===== config.mk =====
export PLATFORM = sky130hd
export DESIGN_NAME = core_seq_flat
export DESIGN_NICKNAME = d
export VERILOG_FILES = /design/src/rtl/core_seq_if.sv /design/src/rtl/core_seq.sv /design/src/flat_wrapper.sv
export SDC_FILE = /design/constraint.sdc
export NUM_CORES = 1
export LEC_CHECK = 0
export CAP_MARGIN = 15
export CORE_MARGIN = 2
export CORE_UTILIZATION = 50
export CTS_BUF_LIST = sky130_fd_sc_hd__clkbuf_4 sky130_fd_sc_hd__clkbuf_8
export DETAILED_ROUTE_END_ITERATION = 16
export PLACE_DENSITY = 0.86
export SYNTH_ARGS = -nofsm -noshare
export SYNTH_HDL_FRONTEND = slang
export SYNTH_SLANG_ARGS = --single-unit

===== constraint.sdc =====
create_clock -name clk -period 3.5 [get_ports clk]
set_input_delay 0.35 -clock clk [delete_from_list [all_inputs] [get_ports clk]]
set_output_delay 0.35 -clock clk [all_outputs]
set_load 0.02 [all_outputs]

===== src/rtl/core_seq_if.sv =====
// Instruction bus between the tile sequencer and core.
// Carries inst, SRAM/psum mode selects and the OFIFO-ready flag.
interface core_seq_if #(
  parameter int pmem_index = 11
);
  logic [22+pmem_index:0] inst;
  logic                   xw_mode;
  logic                   pmem_mode;
  logic                   ofifo_valid;

  modport master (
    output inst,
    output xw_mode,
    output pmem_mode,
    input  ofifo_valid
  );

  modport slave (
    input  inst,
    input  xw_mode,
    input  pmem_mode,
    output ofifo_valid
  );
endinterface


===== src/rtl/core_seq.sv =====
// Tile-pass sequencer: weight load, kernel load, activation
// stream, execute and OFIFO drain into psum memory.
module core_seq #(
  parameter int row        = 8,
  parameter int col        = 8,
  parameter int pmem_index = 11,
  parameter int xmem_index = 11
) (
  input  logic                  clk,
  input  logic                  reset,
  input  logic                  start,
  input  logic [xmem_index-1:0] w_base,
  input  logic [xmem_index-1:0] x_base,
  input  logic [pmem_index-1:0] p_base,
  input  logic [xmem_index-1:0] len,
  core_seq_if.master            bus,
  output logic                  busy,
  output logic                  done
);

  localparam int IW = 23 + pmem_index;
  localparam logic [IW-1:0] IDLE_INST = IW'(12'hF00);
  localparam logic [xmem_index-1:0] ONE = xmem_index'(1);
  localparam logic [xmem_index-1:0] WRD_LAST =
    xmem_index'(row - 1);
  localparam logic [xmem_index-1:0] WLD_LAST =
    xmem_index'(row + col - 1);

  typedef enum logic [2:0] {
    S_IDLE,
    S_WRD,
    S_WLOAD,
    S_XRD,
    S_EXEC,
    S_DRAIN,
    S_DONE
  } state_t;

  state_t state, state_d;

  logic [xmem_index-1:0] cnt, cnt_d;
  logic [xmem_index-1:0] rd_cnt, rd_d;
  logic [xmem_index-1:0] wr_cnt, wr_d;
  logic [xmem_index-1:0] w_q, x_q, len_q;
  logic [pmem_index-1:0] p_q;
  logic [xmem_index-1:0] lm1;

  logic [IW-1:0] inst_q, inst_d;
  logic          xw_q, xw_d;
  logic          busy_q, busy_d;
  logic          done_q, done_d;

  assign lm1 = len_q - ONE;

  always_comb begin
    state_d = state;
    cnt_d   = cnt;
    rd_d    = rd_cnt;
    wr_d    = wr_cnt;
    inst_d  = IDLE_INST;
    xw_d    = 1'b0;
    busy_d  = (state != S_IDLE);
    done_d  = (state == S_DONE);

    // SRAM data and OFIFO data land one cycle after their request
    inst_d[0] = ~inst_q[9];
    if (inst_q[4]) begin
      inst_d[10]       = 1'b0;
      inst_d[11]       = 1'b0;
      inst_d[IW-1:23]  = p_q + pmem_index'(wr_cnt);
      wr_d             = wr_cnt + ONE;
    end

    unique case (state)
      S_IDLE: begin
        if (start) begin
          state_d = (len == '0) ? S_DONE : S_WRD;
          cnt_d   = '0;
          rd_d    = '0;
          wr_d    = '0;
        end
      end
      S_WRD: begin
        xw_d          = 1'b1;
        inst_d[9]     = 1'b0;
        inst_d[22:12] = w_q + cnt;
        if (cnt == WRD_LAST) begin
          state_d = S_WLOAD;
          cnt_d   = '0;
        end else begin
          cnt_d = cnt + ONE;
        end
      end
      S_WLOAD: begin
        xw_d      = 1'b1;
        inst_d[1] = 1'b1;
        inst_d[5] = 1'b1;
        if (cnt == WLD_LAST) begin
          state_d = S_XRD;
          cnt_d   = '0;
        end else begin
          cnt_d = cnt + ONE;
        end
      end
      S_XRD: begin
        inst_d[9]     = 1'b0;
        inst_d[22:12] = x_q + cnt;
        if (cnt == lm1) begin
          state_d = S_EXEC;
          cnt_d   = '0;
        end else begin
          cnt_d = cnt + ONE;
        end
      end
      S_EXEC: begin
        inst_d[1] = 1'b1;
        inst_d[6] = 1'b1;
        if (cnt == lm1) begin
          state_d = S_DRAIN;
          cnt_d   = '0;
        end else begin
          cnt_d = cnt + ONE;
        end
      end
      S_DRAIN: begin
        if (bus.ofifo_valid && rd_cnt < len_q) begin
          inst_d[4] = 1'b1;
          rd_d      = rd_cnt + ONE;
        end
        if (inst_q[4] && wr_cnt == lm1) begin
          state_d = S_DONE;
        end
      end
      S_DONE: begin
        state_d = S_IDLE;
      end
      default: begin
        state_d = S_IDLE;
      end
    endcase
  end

  always_ff @(posedge clk) begin
    if (reset) begin
      state  <= S_IDLE;
      cnt    <= '0;
      rd_cnt <= '0;
      wr_cnt <= '0;
      w_q    <= '0;
      x_q    <= '0;
      p_q    <= '0;
      len_q  <= '0;
      inst_q <= IDLE_INST;
      xw_q   <= 1'b0;
      busy_q <= 1'b0;
      done_q <= 1'b0;
    end else begin
      state  <= state_d;
      cnt    <= cnt_d;
      rd_cnt <= rd_d;
      wr_cnt <= wr_d;
      inst_q <= inst_d;
      xw_q   <= xw_d;
      busy_q <= busy_d;
      done_q <= done_d;
      if (state == S_IDLE && start) begin
        w_q   <= w_base;
        x_q   <= x_base;
        p_q   <= p_base;
        len_q <= len;
      end
    end
  end

  assign bus.inst      = inst_q;
  assign bus.xw_mode   = xw_q;
  assign bus.pmem_mode = 1'b0;
  assign busy          = busy_q;
  assign done          = done_q;

endmodule


===== src/flat_wrapper.sv =====
// flat-port wrapper written by rule: the top's interface ports become plain ports
module core_seq_flat 
#(
  parameter int row        = 8,
  parameter int col        = 8,
  parameter int pmem_index = 11,
  parameter int xmem_index = 11
)
  (clk, reset, start, w_base, x_base, p_base, len, busy, done, bus_inst, bus_xw_mode, bus_pmem_mode, bus_ofifo_valid);
  core_seq_if #(.pmem_index(pmem_index)) bus_i ();
  input  logic clk;
  input  logic reset;
  input  logic start;
  input  logic [xmem_index-1:0] w_base;
  input  logic [xmem_index-1:0] x_base;
  input  logic [pmem_index-1:0] p_base;
  input  logic [xmem_index-1:0] len;
  output logic busy;
  output logic done;
  output wire logic [$bits(bus_i.inst)-1:0] bus_inst;
  output wire logic [$bits(bus_i.xw_mode)-1:0] bus_xw_mode;
  output wire logic [$bits(bus_i.pmem_mode)-1:0] bus_pmem_mode;
  input wire logic [$bits(bus_i.ofifo_valid)-1:0] bus_ofifo_valid;
  assign bus_inst = bus_i.inst;
  assign bus_xw_mode = bus_i.xw_mode;
  assign bus_pmem_mode = bus_i.pmem_mode;
  assign bus_i.ofifo_valid = bus_ofifo_valid;
  core_seq #(.row(row), .col(col), .pmem_index(pmem_index), .xmem_index(xmem_index)) u_core (.clk(clk), .reset(reset), .start(start), .w_base(w_base), .x_base(x_base), .p_base(p_base), .len(len), .bus(bus_i), .busy(busy), .done(done));
endmodule

==> Implementation_results.wiki <==
{| class="wikitable"
! Metric !! Value
|-
| Critical path, cell by cell || inv_1, ha_1, or4b_4, nor4_2, xnor3_1, nand4_2, nor4_4, a311o_2, a211oi_1, o22a_1
|-
| Number of setup buffers added after CTS || 0
|-
| Endpoints failing hold || 0
|-
| Height of the die || 114.0 um
|-
| Final count of pins violating max slew || 0
|-
| Worst IR Drop VDD || 206.3 uV
|-
| Leakage Power || 2.858 nW
|-
| Relative contribution of the clock network to total power || 26.3%
|-
| Clock transition at the registers of the reported paths || 0.10 ns
|-
| Setup total negative slack || 0 ns
|-
| Total internal power || 2.222 mW
|-
| Seq/Total Area, Yosys || 37.07%
|-
| Layout Skew || 0.01444 ns
|-
| Peak per-stage delay on the critical path || 0.53 ns
|-
| Overflow after GRT || 0
|-
| CP Data Arrival Time || 3.48 ns
|-
| Highest Clock Rate || 317.0 MHz
|-
| Setup Crit Path Kind || flip-flop to flip-flop
|-
| Horizontal die dimension || 114.0 um
|-
| Final instance area || 7117 um^2
|-
| Max-cap violations || 0
|-
| Sw Pwr || 1.073 mW
|-
| Vias in the first global route || 4,779
|-
| Post-synthesis async set-or-reset flop share || 0%
|-
| Portion of total power attributed to sequential cells || 44.5%
|-
| Worst slack at placement || 0.4120 ns
|-
| DR pass1 iterations || 5
|-
| Area post-placement || 6888 um^2
|-
| Most common flop cell mapped by yosys || sky130_fd_sc_hd__dfxtp_1
|-
| Detail Route Antenna Nets || 0
|-
| Worst Path Max Fanout || 11
|-
| Category of the worst setup path launch point || flip-flop
|-
| Utilization after layout || 59.75%
|-
| Setup repair after global routing missed its margin || false
|-
| Shortest clock period the worst path allows after layout || 3.155 ns
|-
| Initial antenna violation count || 0
|-
| Number of synthesis warnings || 0
|-
| IO Count || 86
|-
| Buffer cell driving the clock tree root || sky130_fd_sc_hd__clkbuf_8
|-
| Number of clock buffers inserted by TritonCTS || 9
|-
| Measured slew at the worst slew-check pin || 1.001 ns
|-
| Final #Nets || 850
|-
| Mapped Avg Cell Area || 8.531 um^2
|-
| Antenna Cells || 0
|-
| Area Growth Syn to Fin || 17.67%
|-
| Sw Share || 32.57%
|-
| Post-synthesis cell area || 6048 um^2
|-
| #FFs+latches synth || 112
|-
| Core area || 11,910 um^2
|-
| EDFF count, synth || 0
|-
| Share of cells above drive strength 1 || 7.004%
|-
| Initial Utilization || 50.78%
|-
| Number of gates resized after cts || 0
|-
| Vias post-DR || 5,114
|-
| Final wirelength || 13,890 um
|-
| DRC || 0
|-
| Total global routing track utilization || 22.17%
|-
| Hold bufs inserted after CTS || 0
|-
| Routed wirelength normalized by instance count || 15.13 um
|-
| Highest-delay cell along the critical path || sky130_fd_sc_hd__or4b_4
|-
| Yosys top cell area share || 37.07%
|-
| Combinational cell fraction of total power || 29.2%
|-
| Count of H-tree levels built during CTS || 3
|-
| Total number of clock tree sinks || 112
|-
| Total half-perimeter wirelength after legalization and detailed placement || 10,090 um
|-
| Relative max-transition margin || 33.27%
|-
| Crit path setup slack, layout || 0.3452 ns
|-
| Clock tree from TritonCTS || yes
|-
| Req. time, crit path || 3.82 ns
|-
| Average vias per placed instance || 5.571
|-
| Largest net degree at the start of global routing || 61
|-
| Library cell with the largest summed area after synthesis || sky130_fd_sc_hd__dfxtp_1
|-
| Row cnt || 40
|-
| Final weighted congestion in routability-driven placement || 0.8775
|-
| Part of the cycle the worst path needs || 90.14%
|-
| Nature of the critical path endpoint || flip-flop
|-
| Type of the worst min-delay path || flip-flop to flip-flop
|-
| Count of mapped cells out of synthesis || 709
|-
| Wire length of the first global-routing pass || 23,160 um
|-
| Leading post-synthesis cells by cell area || sky130_fd_sc_hd__dfxtp_1 37%, sky130_fd_sc_hd__nand2_1 7.8%, sky130_fd_sc_hd__ha_1 7.0%
|-
| Clock latency at the later pin of the worst-skew pair || 0.38 ns
|-
| Cell family with most CP delay || compound AO/OA/AOI/OAI gates
|-
| Unique cell type count in the Yosys netlist || 64
|-
| Buffers added on ports || 80
|-
| Result of the run || completed
|-
| Count of endpoints failing setup in the final report || 0
|-
| Number of DRC markers in iteration 0 || 452
|-
| Bufs and invs on worst path || 1
|-
| Die area || 12,990 um^2
|-
| PD cells || 463.0 nW/um^2
|-
| Max Root-Sink Buffers || 2
|}
worst paths after layout:
| kind | startpoint | end | slack [ns] | depth (start not counted) |
|---|---|---|---|---|
| worst min-delay path | u_core.bus.inst[9]$_SDFF_PP1_ | u_core.bus.inst[0]$_SDFF_PP0_ | 0.41 | 1 |
| worst max-delay path | u_core.len_q[0]$_SDFFE_PP0P_ | u_core.cnt[5]$_SDFFE_PP0P_ | 0.35 | 10 |
| worst max register to register | u_core.len_q[0]$_SDFFE_PP0P_ | u_core.cnt[5]$_SDFFE_PP0P_ | 0.35 | 10 |
| worst min register to register | u_core.bus.inst[9]$_SDFF_PP1_ | u_core.bus.inst[0]$_SDFF_PP0_ | 0.41 | 1 |
per-stage QoR:
| step | hold WS (ns) | instances | power (mW) |
|---|---|---|---|
| global route | 0.4189 | 918 | 3.472 |
| detailed placement | 0.3932 | 902 | 2.447 |
| global placement | 0.3926 | 902 | 2.423 |
| finish | 0.4061 | 918 | 3.295 |
| CTS | 0.4084 | 918 | 3.307 |
| floorplan | 0.4329 | 712 | 2.199 |
layout make-up:
type / count / area, um^2
Fill cell: 1041 / 4795
Multi-Input combinational cell: 526 / 3493
Sequential cell: 112 / 2242
Timing Repair Buffer: 89 / 863.3
Tap cell: 147 / 183.9
Clock buffer: 10 / 137.6
Inverter: 28 / 105.1
Clock inverter: 6 / 91.34
cells in the final DEF (no fill, tap or decap), types with 6 or more instances in the layout:
master / count
sky130_fd_sc_hd__nand2_1: 125
sky130_fd_sc_hd__dfxtp_1: 112
sky130_fd_sc_hd__clkdlybuf4s50_1: 79
sky130_fd_sc_hd__a21oi_1: 72
sky130_fd_sc_hd__nor2_1: 48
sky130_fd_sc_hd__ha_1: 34
sky130_fd_sc_hd__xnor2_1: 30
sky130_fd_sc_hd__inv_1: 28
sky130_fd_sc_hd__nand3_1: 18
sky130_fd_sc_hd__xor2_1: 18
sky130_fd_sc_hd__o21ai_0: 17
sky130_fd_sc_hd__a21o_1: 16
sky130_fd_sc_hd__and3_1: 14
sky130_fd_sc_hd__mux2_2: 10
sky130_fd_sc_hd__xnor3_1: 10
sky130_fd_sc_hd__clkbuf_8: 10
sky130_fd_sc_hd__nor3_1: 9
sky130_fd_sc_hd__buf_4: 9
sky130_fd_sc_hd__nand4_1: 7
sky130_fd_sc_hd__a211oi_1: 6
routing by layer:
| layer | vias up | GRT usage, % | part of all wire [%] | wire length (um) |
|---|---|---|---|---|
| li1 | 2555 | - | - | - |
| met1 | 2389 | 29.37 | 45 | 6251 |
| met2 | 146 | 36.51 | 48 | 6625 |
| met3 | 24 | 3.613 | 5.5 | 758 |
| met4 | 0 | 8.293 | 1.8 | 254 |
| met5 | - | 0 | 0 | 0 |
cells by family after synthesis:
group / Yosys count / share of synthesized area (%)
simple gates: 259 / 20.27
other cells: 2 / 0.1242
buf+inv: 74 / 5.358
compound gates: 155 / 16.45
fa+ha+maj: 36 / 7.696
xor+xnor: 58 / 10.67
flops: 112 / 37.07
mux: 13 / 2.358
registers in the layout, summed over array words and instances (netlist names):
| register | flops |
|---|---|
| u_core.bus.xw_mode | 1 |
| u_core.state | 3 |
| u_core.p_q | 11 |
| u_core.done | 1 |
| u_core.wr_cnt | 11 |
| u_core.bus.inst | 29 |
| u_core.w_q | 11 |
| u_core.busy | 1 |
| u_core.x_q | 11 |
| u_core.len_q | 11 |
| u_core.cnt | 11 |
| u_core.rd_cnt | 11 |
worst reg2reg max path: stages, from the launching register on:
cell and delay (ns):
sky130_fd_sc_hd__dfxtp_1 0.39, sky130_fd_sc_hd__inv_1 0.09, sky130_fd_sc_hd__ha_1 0.28, sky130_fd_sc_hd__or4b_4 0.53, sky130_fd_sc_hd__nor4_2 0.26, sky130_fd_sc_hd__xnor3_1 0.29
sky130_fd_sc_hd__nand4_2 0.13, sky130_fd_sc_hd__nor4_4 0.06, sky130_fd_sc_hd__a311o_2 0.53, sky130_fd_sc_hd__a211oi_1 0.34, sky130_fd_sc_hd__o22a_1 0.21
power groups by stage:
stage	logic (mW)	registers [mW]	clock network, mW
after detailed placement	0.951	1.50	0
final	0.961	1.47	0.867
after global routing	1.07	1.48	0.920
after global placement	0.931	1.49	0
after floorplan	0.722	1.48	0
after CTS	0.959	1.47	0.882
Yosys cell counts (3+ instances only):
master                       n
sky130_fd_sc_hd__nand2_1   125
sky130_fd_sc_hd__dfxtp_1   112
sky130_fd_sc_hd__a21oi_1    72
sky130_fd_sc_hd__nor2_1     48
sky130_fd_sc_hd__ha_1       34
sky130_fd_sc_hd__clkbuf_1   32
sky130_fd_sc_hd__xnor2_1    30
sky130_fd_sc_hd__inv_1      28
sky130_fd_sc_hd__nand3_1    18
sky130_fd_sc_hd__xor2_1     18
sky130_fd_sc_hd__o21ai_0    17
sky130_fd_sc_hd__a21o_1     16
sky130_fd_sc_hd__and3_1     14
sky130_fd_sc_hd__mux2_2     10
sky130_fd_sc_hd__xnor3_1    10
sky130_fd_sc_hd__nor3_1      9
sky130_fd_sc_hd__buf_4       7
sky130_fd_sc_hd__nand4_1     7
sky130_fd_sc_hd__a211oi_1    6
sky130_fd_sc_hd__nor2b_1     5
sky130_fd_sc_hd__or3_1       5
sky130_fd_sc_hd__a211oi_2    4
sky130_fd_sc_hd__buf_2       4
sky130_fd_sc_hd__nor4_1      4
sky130_fd_sc_hd__o2111a_1    4
sky130_fd_sc_hd__o211ai_1    4
sky130_fd_sc_hd__o21a_1      4
sky130_fd_sc_hd__a31oi_1     3
sky130_fd_sc_hd__and4_1      3
sky130_fd_sc_hd__mux2i_1     3
sky130_fd_sc_hd__nand2b_1    3
sky130_fd_sc_hd__o31ai_1     3
Note: power is estimated with default switching activity, not from simulation.
